[config.mk]
export PLATFORM = sky130hd
export DESIGN_NAME = pipe_hazard_ctrl
export DESIGN_NICKNAME = d
export VERILOG_FILES = /design/src/rtl/pipe_hazard_ctrl.sv
export SDC_FILE = /design/constraint.sdc
export NUM_CORES = 1
export LEC_CHECK = 0
export CAP_MARGIN = 25
export CELL_PAD_IN_SITES_DETAIL_PLACEMENT = 0
export CELL_PAD_IN_SITES_GLOBAL_PLACEMENT = 1
export CORE_MARGIN = 4
export CORE_UTILIZATION = 25
export DETAILED_ROUTE_END_ITERATION = 8
export GPL_TIMING_DRIVEN = 1
export HOLD_SLACK_MARGIN = 0.03
export PLACE_DENSITY = 0.82
export SYNTH_ARGS = -nofsm -noshare
export SYNTH_HDL_FRONTEND = slang
export SYNTH_SLANG_ARGS = --single-unit
[constraint.sdc]
create_clock -name stage_clk -period 2 [get_ports stage_clk]
set_input_delay 0.2 -clock stage_clk [delete_from_list [all_inputs] [get_ports stage_clk]]
set_output_delay 0.2 -clock stage_clk [all_outputs]
set_load 0.02 [all_outputs]
[src/rtl/pipe_hazard_ctrl.sv]
// -----------------------------------------------------------------------------
// pipe_hazard_ctrl
//
// Central sequencer for a three-stage IF/ID/EX pipeline. It produces the
// per-stage enable and squash controls and the PC redirect consumed by the
// fetch stage. It covers:
//   * boot fill: bubbles go into ID/EX for BOOT_CYCLES cycles after reset
//   * data-memory wait freeze, with a timeout that halts the block
//   * EX branch-misprediction flush
//   * load-use bubble insertion
//   * decode jumps and fetch predicted-taken redirects
//
// Parameters:
//   BOOT_CYCLES  bubble-injection cycles after reset release (>= 1)
//   MEM_TIMEOUT  consecutive MEM_WAIT cycles tolerated before halting (1..65535)
//   CNT_W        width of the internal boot/wait counter
//
// Ports:
//   stage_clk, reset            clock (rising edge) and asynchronous active-high reset
//   mem_req, mem_ready          data-memory handshake of the EX stage
//   br_*_ex, pc_ex              branch resolution information from EX
//   lu_hazard_dec               decode instruction depends on the load in EX
//   jump_dec, jump_target_dec   unconditional jump decoded in ID
//   pred_taken_if, pred_target_if  fetch-stage predictor
//   stage_ena_{if,id,ex}        stage enables
//   stage_x_{if,id,ex}          squash: load a NOP into the stage's output register
//   take_new_pc, pc_new         redirect request to fetch
//   halted, mem_timeout         registered; set when a memory wait times out
//
// Optional feature (macro PIPE_CTRL_PERF_CNT_EN):
//   Adds the 32-bit wrapping counters cnt_mispredict and cnt_stall.
// -----------------------------------------------------------------------------
module pipe_hazard_ctrl #(
    parameter int BOOT_CYCLES = 3,
    parameter int MEM_TIMEOUT = 255,
    parameter int CNT_W       = 16
) (
    input  logic        stage_clk,
    input  logic        reset,
    input  logic        mem_req,
    input  logic        mem_ready,
    input  logic        br_valid_ex,
    input  logic        br_taken_ex,
    input  logic        br_pred_ex,
    input  logic [31:0] br_target_ex,
    input  logic [31:0] pc_ex,
    input  logic        lu_hazard_dec,
    input  logic        jump_dec,
    input  logic [31:0] jump_target_dec,
    input  logic        pred_taken_if,
    input  logic [31:0] pred_target_if,
    output logic        stage_ena_if,
    output logic        stage_ena_id,
    output logic        stage_ena_ex,
    output logic        stage_x_if,
    output logic        stage_x_id,
    output logic        stage_x_ex,
    output logic        take_new_pc,
    output logic [31:0] pc_new,
    output logic        halted,
    output logic        mem_timeout
`ifdef PIPE_CTRL_PERF_CNT_EN
    ,
    output logic [31:0] cnt_mispredict,
    output logic [31:0] cnt_stall
`endif
);

    typedef enum logic [1:0] {
        ST_BOOT     = 2'd0,
        ST_RUN      = 2'd1,
        ST_MEM_WAIT = 2'd2,
        ST_HALT     = 2'd3
    } state_e;

    localparam logic [CNT_W-1:0] BOOT_LAST   = CNT_W'(BOOT_CYCLES - 1);
    localparam logic [CNT_W-1:0] TIMEOUT_CNT = CNT_W'(MEM_TIMEOUT);
    localparam logic [CNT_W-1:0] CNT_ONE     = CNT_W'(1);

    state_e           state_q, state_d;
    logic [CNT_W-1:0] cnt_q, cnt_d;
    logic             halted_q, halted_d;
    logic             mem_timeout_q, mem_timeout_d;

    // A stalled memory access in EX and a resolved-wrong branch in EX.
    logic mem_stall;
    logic mispredict;

    assign mem_stall  = mem_req && !mem_ready;
    assign mispredict = br_valid_ex && (br_taken_ex != br_pred_ex);

    // Next-state and output logic.
    // NOTE: every signal assigned here gets a default first so no path leaves
    // it unassigned; otherwise synthesis infers a latch.
    always_comb begin
        state_d       = state_q;
        cnt_d         = cnt_q;
        halted_d      = halted_q;
        mem_timeout_d = mem_timeout_q;

        stage_ena_if  = 1'b0;
        stage_ena_id  = 1'b0;
        stage_ena_ex  = 1'b0;
        stage_x_if    = 1'b0;
        stage_x_id    = 1'b0;
        stage_x_ex    = 1'b0;
        take_new_pc   = 1'b0;
        pc_new        = 32'h0;

        unique case (state_q)
            ST_BOOT: begin
                // Pipeline runs, but ID and EX receive bubbles until the fill ends.
                stage_ena_if = 1'b1;
                stage_ena_id = 1'b1;
                stage_ena_ex = 1'b1;
                stage_x_id   = 1'b1;
                stage_x_ex   = 1'b1;
                if (cnt_q == BOOT_LAST) begin
                    state_d = ST_RUN;
                    cnt_d   = '0;
                end else begin
                    cnt_d = cnt_q + CNT_ONE;
                end
            end

            ST_RUN: begin
                if (mem_stall) begin
                    // Freeze everything; the wait cycle being entered is counted as 1.
                    state_d = ST_MEM_WAIT;
                    cnt_d   = CNT_ONE;
                end else if (mispredict) begin
                    // Flush the two younger instructions and restart fetch.
                    stage_ena_if = 1'b1;
                    stage_ena_id = 1'b1;
                    stage_ena_ex = 1'b1;
                    stage_x_if   = 1'b1;
                    stage_x_id   = 1'b1;
                    take_new_pc  = 1'b1;
                    pc_new       = br_taken_ex ? br_target_ex : (pc_ex + 32'd4);
                end else if (lu_hazard_dec) begin
                    // Hold IF/ID and push a bubble into EX so the load can complete.
                    stage_ena_ex = 1'b1;
                    stage_x_ex   = 1'b1;
                end else if (jump_dec) begin
                    // The instruction fetched behind the jump is on the wrong path.
                    stage_ena_if = 1'b1;
                    stage_ena_id = 1'b1;
                    stage_ena_ex = 1'b1;
                    stage_x_if   = 1'b1;
                    take_new_pc  = 1'b1;
                    pc_new       = jump_target_dec;
                end else if (pred_taken_if) begin
                    stage_ena_if = 1'b1;
                    stage_ena_id = 1'b1;
                    stage_ena_ex = 1'b1;
                    take_new_pc  = 1'b1;
                    pc_new       = pred_target_if;
                end else begin
                    stage_ena_if = 1'b1;
                    stage_ena_id = 1'b1;
                    stage_ena_ex = 1'b1;
                end
            end

            ST_MEM_WAIT: begin
                // Outputs stay frozen at their defaults; only the wait is tracked.
                if (mem_ready) begin
                    state_d = ST_RUN;
                    cnt_d   = '0;
                end else if (cnt_q == TIMEOUT_CNT) begin
                    state_d       = ST_HALT;
                    halted_d      = 1'b1;
                    mem_timeout_d = 1'b1;
                end else if (cnt_q != '1) begin
                    cnt_d = cnt_q + CNT_ONE;
                end
            end

            ST_HALT: begin
                // Terminal until reset.
            end

            default: begin
                state_d = ST_BOOT;
            end
        endcase
    end

    // NOTE: sequential state uses non-blocking assignments so every flop
    // samples the pre-edge values of the others.
    always_ff @(posedge stage_clk or posedge reset) begin
        if (reset) begin
            state_q       <= ST_BOOT;
            cnt_q         <= '0;
            halted_q      <= 1'b0;
            mem_timeout_q <= 1'b0;
        end else begin
            state_q       <= state_d;
            cnt_q         <= cnt_d;
            halted_q      <= halted_d;
            mem_timeout_q <= mem_timeout_d;
        end
    end

    assign halted      = halted_q;
    assign mem_timeout = mem_timeout_q;

`ifdef PIPE_CTRL_PERF_CNT_EN
    // Rule firings mirror the RUN priority chain above.
    logic        perf_mispredict;
    logic        perf_stall;
    logic [31:0] cnt_mispredict_q, cnt_mispredict_d;
    logic [31:0] cnt_stall_q, cnt_stall_d;

    assign perf_mispredict = (state_q == ST_RUN) && !mem_stall && mispredict;
    assign perf_stall      = (state_q == ST_MEM_WAIT) ||
                             ((state_q == ST_RUN) && !mem_stall && !mispredict &&
                              lu_hazard_dec);

    always_comb begin
        cnt_mispredict_d = cnt_mispredict_q;
        cnt_stall_d      = cnt_stall_q;
        if (perf_mispredict) cnt_mispredict_d = cnt_mispredict_q + 32'd1;
        if (perf_stall)      cnt_stall_d      = cnt_stall_q + 32'd1;
    end

    always_ff @(posedge stage_clk or posedge reset) begin
        if (reset) begin
            cnt_mispredict_q <= 32'd0;
            cnt_stall_q      <= 32'd0;
        end else begin
            cnt_mispredict_q <= cnt_mispredict_d;
            cnt_stall_q      <= cnt_stall_d;
        end
    end

    assign cnt_mispredict = cnt_mispredict_q;
    assign cnt_stall      = cnt_stall_q;
`endif

endmodule

==> run_results.csv <==
group,metric,value,unit
power_and_ir_drop,p_per_area,246,mW/mm^2
worst_setup_path,slowest_stage,"nor4_4",
worst_setup_path,start_kind,"primary input",
floorplan,boundaryPins,179,
power_and_ir_drop,power.internal,1.07,mW
placed_design,place_hpwl,12.3,mm
power_and_ir_drop,swShare,29.0,%
worst_setup_path,crit_type,"primary input to output pin",
worst_setup_path,cp_top_family,"simple AND/OR/NAND/NOR gates",
worst_setup_path,critPathCaptureType,"output pin",
min_path,min_path_type,"primary input to async pin",
timing,clock_skew,0.00319,ns
clock_tree,clock_sinks,19,
timing,relSlewSlack,60.9,%
layout,final_common_cell,"buf_4",
clock_tree,numCtsBuffers,3,
layout,syn_to_final_growth,110,%
placed_design,gp_congestion,0.911,
placed_design,portBuffers,178,
clock_tree,path_clk_slew,0.06,ns
worst_setup_path,critPathBufInv,3,
logic_synthesis,ys_seq_area_share,16.3,%
logic_synthesis,synth_ff_type,"dfrtp_1",
timing,worst_slack,-0.0472,ns
logic_synthesis,synth_cells,403,
floorplan,initial_core_util,25.6,%
clock_tree,clock_latency,0.26,ns
logic_synthesis,yosys.area.top_type_share,16.3,%
worst_setup_path,crit_required,1.80,ns
worst_setup_path,cpMostUsedCell,"buf_4",
routing,wl,16.1,mm
timing,worst_pin_slew,0.587,ns
flow_run,drv_cap,0,
worst_setup_path,critical_path.max_fanout,3,
grt,grt_max_degree,42,
logic_synthesis,synthTopCellsByArea,"dfrtp_1, nand3_1, xor2_1, a22oi_1, nand2_1",
routing,dr.first_iter.drc_count,387,
floorplan,die_h,116,um
layout,final_cell_mix,"buf_4, clkdlybuf4s50_1, nand3_1",
routing,drc_errors,0,
timing,rsz0062_at_grt,"true",
timing,period_share,102,%
logic_synthesis,synth.avg_cell_area,7.24,sq um
worst_setup_path,r2r-start,"cnt_q[11]$_DFFE_PP0P_",
logic_synthesis,synth_edf_count,0,
placed_design,place_ws,-0.980,ns
layout,drive_gt1_share,36.7,%
logic_synthesis,netlist_area,0.00292,sq mm
timing,clock.fmax,488,MHz
grt,first_global_vias,4325,
grt,overflow,0,
logic_synthesis,synth_fp_nets,549,
logic_synthesis,synth_top_area_cell,"dfrtp_1",
timing,setup_viol,2,
routing,ant_nets,0,
floorplan,die_x,116,um
grt,grt_usage,21.3,%
clock_tree,cts.path.max_buffers,2,
worst_setup_path,slowest_delay,0.38,ns
logic_synthesis,synth_warnings,0,
logic_synthesis,synth_cell_types,56,
routing,wl_per_cell,19.4,um
status,status,"finished, violations left",
power_and_ir_drop,peakVddDrop,0.227,mV
grt,grt_first_pass_wirelength,22.9,mm
layout,nets,833,
timing,fin_tns_setup,-0.0568,ns
power_and_ir_drop,power.share.clock,28.3,%
power_and_ir_drop,power_frac_comb,46.2,%
worst_setup_path,crit_chain,"buf_6 -> nand4_1 -> nor4_4 -> buf_4 -> nand2_4 -> xor2_2 -> a2111oi_4 -> buf_4",
timing,min_period,2.05,ns
clock_tree,htreeDepth,1,
floorplan,num_rows,39,
routing,vias,4435,
worst_setup_path,cp.arrival,1.85,ns
timing,drv_slew,0,
status,violations,"setup timing",
grt,antenna_found_initial,0,
timing,hold_violations,0,
power_and_ir_drop,leakage,2.63,nW
power_and_ir_drop,p_switching,0.437,mW
routing,dr.pass1.iters,8,
worst_setup_path,cp-startpoint,"pc_ex[11]",
layout,antenna_cells,0,
layout,fin_util,53.7,%
clock_tree,root_buffer,"clkbuf_16",
floorplan,core_area,0.0114,sq mm
floorplan,die-area,0.0135,sq mm
clock_tree,cts_tree,"built",
logic_synthesis,ys_ff_latch,19,
clock_tree,ctsHoldBuffers,0,
power_and_ir_drop,pwr-share-seq,25.5,%
routing,routed_via_density,5.35,
logic_synthesis,synthArstFlopShare,100,%
-- power by group through the flow --
stage | registers (mW) | logic, mW | clock network, mW
global route | 0.384 | 0.738 | 0.442
CTS | 0.385 | 0.676 | 0.428
finish | 0.385 | 0.698 | 0.427
global placement | 0.391 | 0.647 | 0
floorplan | 0.391 | 0.192 | 0
detailed placement | 0.391 | 0.651 | 0
-- flip-flops by register name, indices dropped and copies added (netlist names) --
signal	cells
mem_timeout	1
cnt_q	16
state_q	2
-- worst paths after layout --
path,endpoint,slack [ns],cells after the start
setup / recovery,pc_new[26],-0.05,8
hold / removal,cnt_q[5]$_DFFE_PP0P_,0.26,3
setup reg to reg,cnt_q[10]$_DFFE_PP0P_,0.02,6
hold reg to reg,cnt_q[1]$_DFFE_PP0P_,0.56,2
max in group asynchronous,cnt_q[15]$_DFFE_PP0P_,1.51,3
min in group stage_clk,cnt_q[1]$_DFFE_PP0P_,0.56,2
-- cells by family (layout without fill, tap and decap cells) --
kind of cell	Yosys count	after routing	share of synthesized area, %
and+or+nand+nor	173	173	33.1
DFF	19	19	16.3
muxes	11	11	3.77
buffers and inverters	42	325	6.05
adders and majority gates	8	8	3.43
AOI/OAI and AO/OA	124	124	29.5
xor gates and xnor gates	26	26	7.80
-- layer usage --
layer  up-vias  track usage (%)  part of all wire [%]
met5         -                0                     0
met4         0             7.73                   3.0
met3        29             3.19                   7.8
met2       200             38.0                    50
met1      2104             25.9                    39
li1       2102                -                     -
-- repair_timing --
item,4_1_cts,5_1_grt
gates cloned,1,1
resized for setup,290,67
pin swaps,27,22
setup buffers,6,6
endpoints found under the setup margin,55,46
-- layout make-up --
cell class,count,area (sq um)
tap,143,179
fill,1059,5280
clock buffer,4,78.8
inverter,14,57.6
multi-input combinational,342,2670
timing repair buffer,307,2680
sequential,19,475
-- cell usage after synthesis, types with 4 or more instances --
cell	number
a211oi_1	6
a21oi_1	22
a221oi_1	8
a22o_1	8
a22oi_1	20
and3_1	5
buf_4	4
clkbuf_1	19
dfrtp_1	19
ha_1	8
inv_1	14
mux2i_1	11
nand2_1	31
nand3_1	34
nand3b_1	12
nand4_1	13
nor2_1	29
nor2b_1	6
nor3_1	15
nor4_1	4
o21ai_0	22
o21ai_1	8
xnor2_1	7
xor2_1	19
-- per-stage QoR --
stage / cell area [sq um] / power [mW] / hold slack [ns] / std cells
finish: 6140 / 1.51 / 0.264 / 829
global route: 6140 / 1.56 / 0.293 / 829
CTS: 5850 / 1.49 / 0.278 / 822
detailed placement: 5680 / 1.04 / 0.530 / 811
global placement: 5680 / 1.04 / 0.515 / 811
floorplan: 2960 / 0.584 / 0.151 / 403
-- worst reg2reg max path, cell delays in order, from the launching register on --
cell	delay, ns
dfrtp_1	0.43
nor4_4	0.42
and4_4	0.33
a21o_1	0.20
buf_4	0.16
o21ai_0	0.09
a22o_1	0.23
Note: power is estimated with default switching activity, not from simulation.
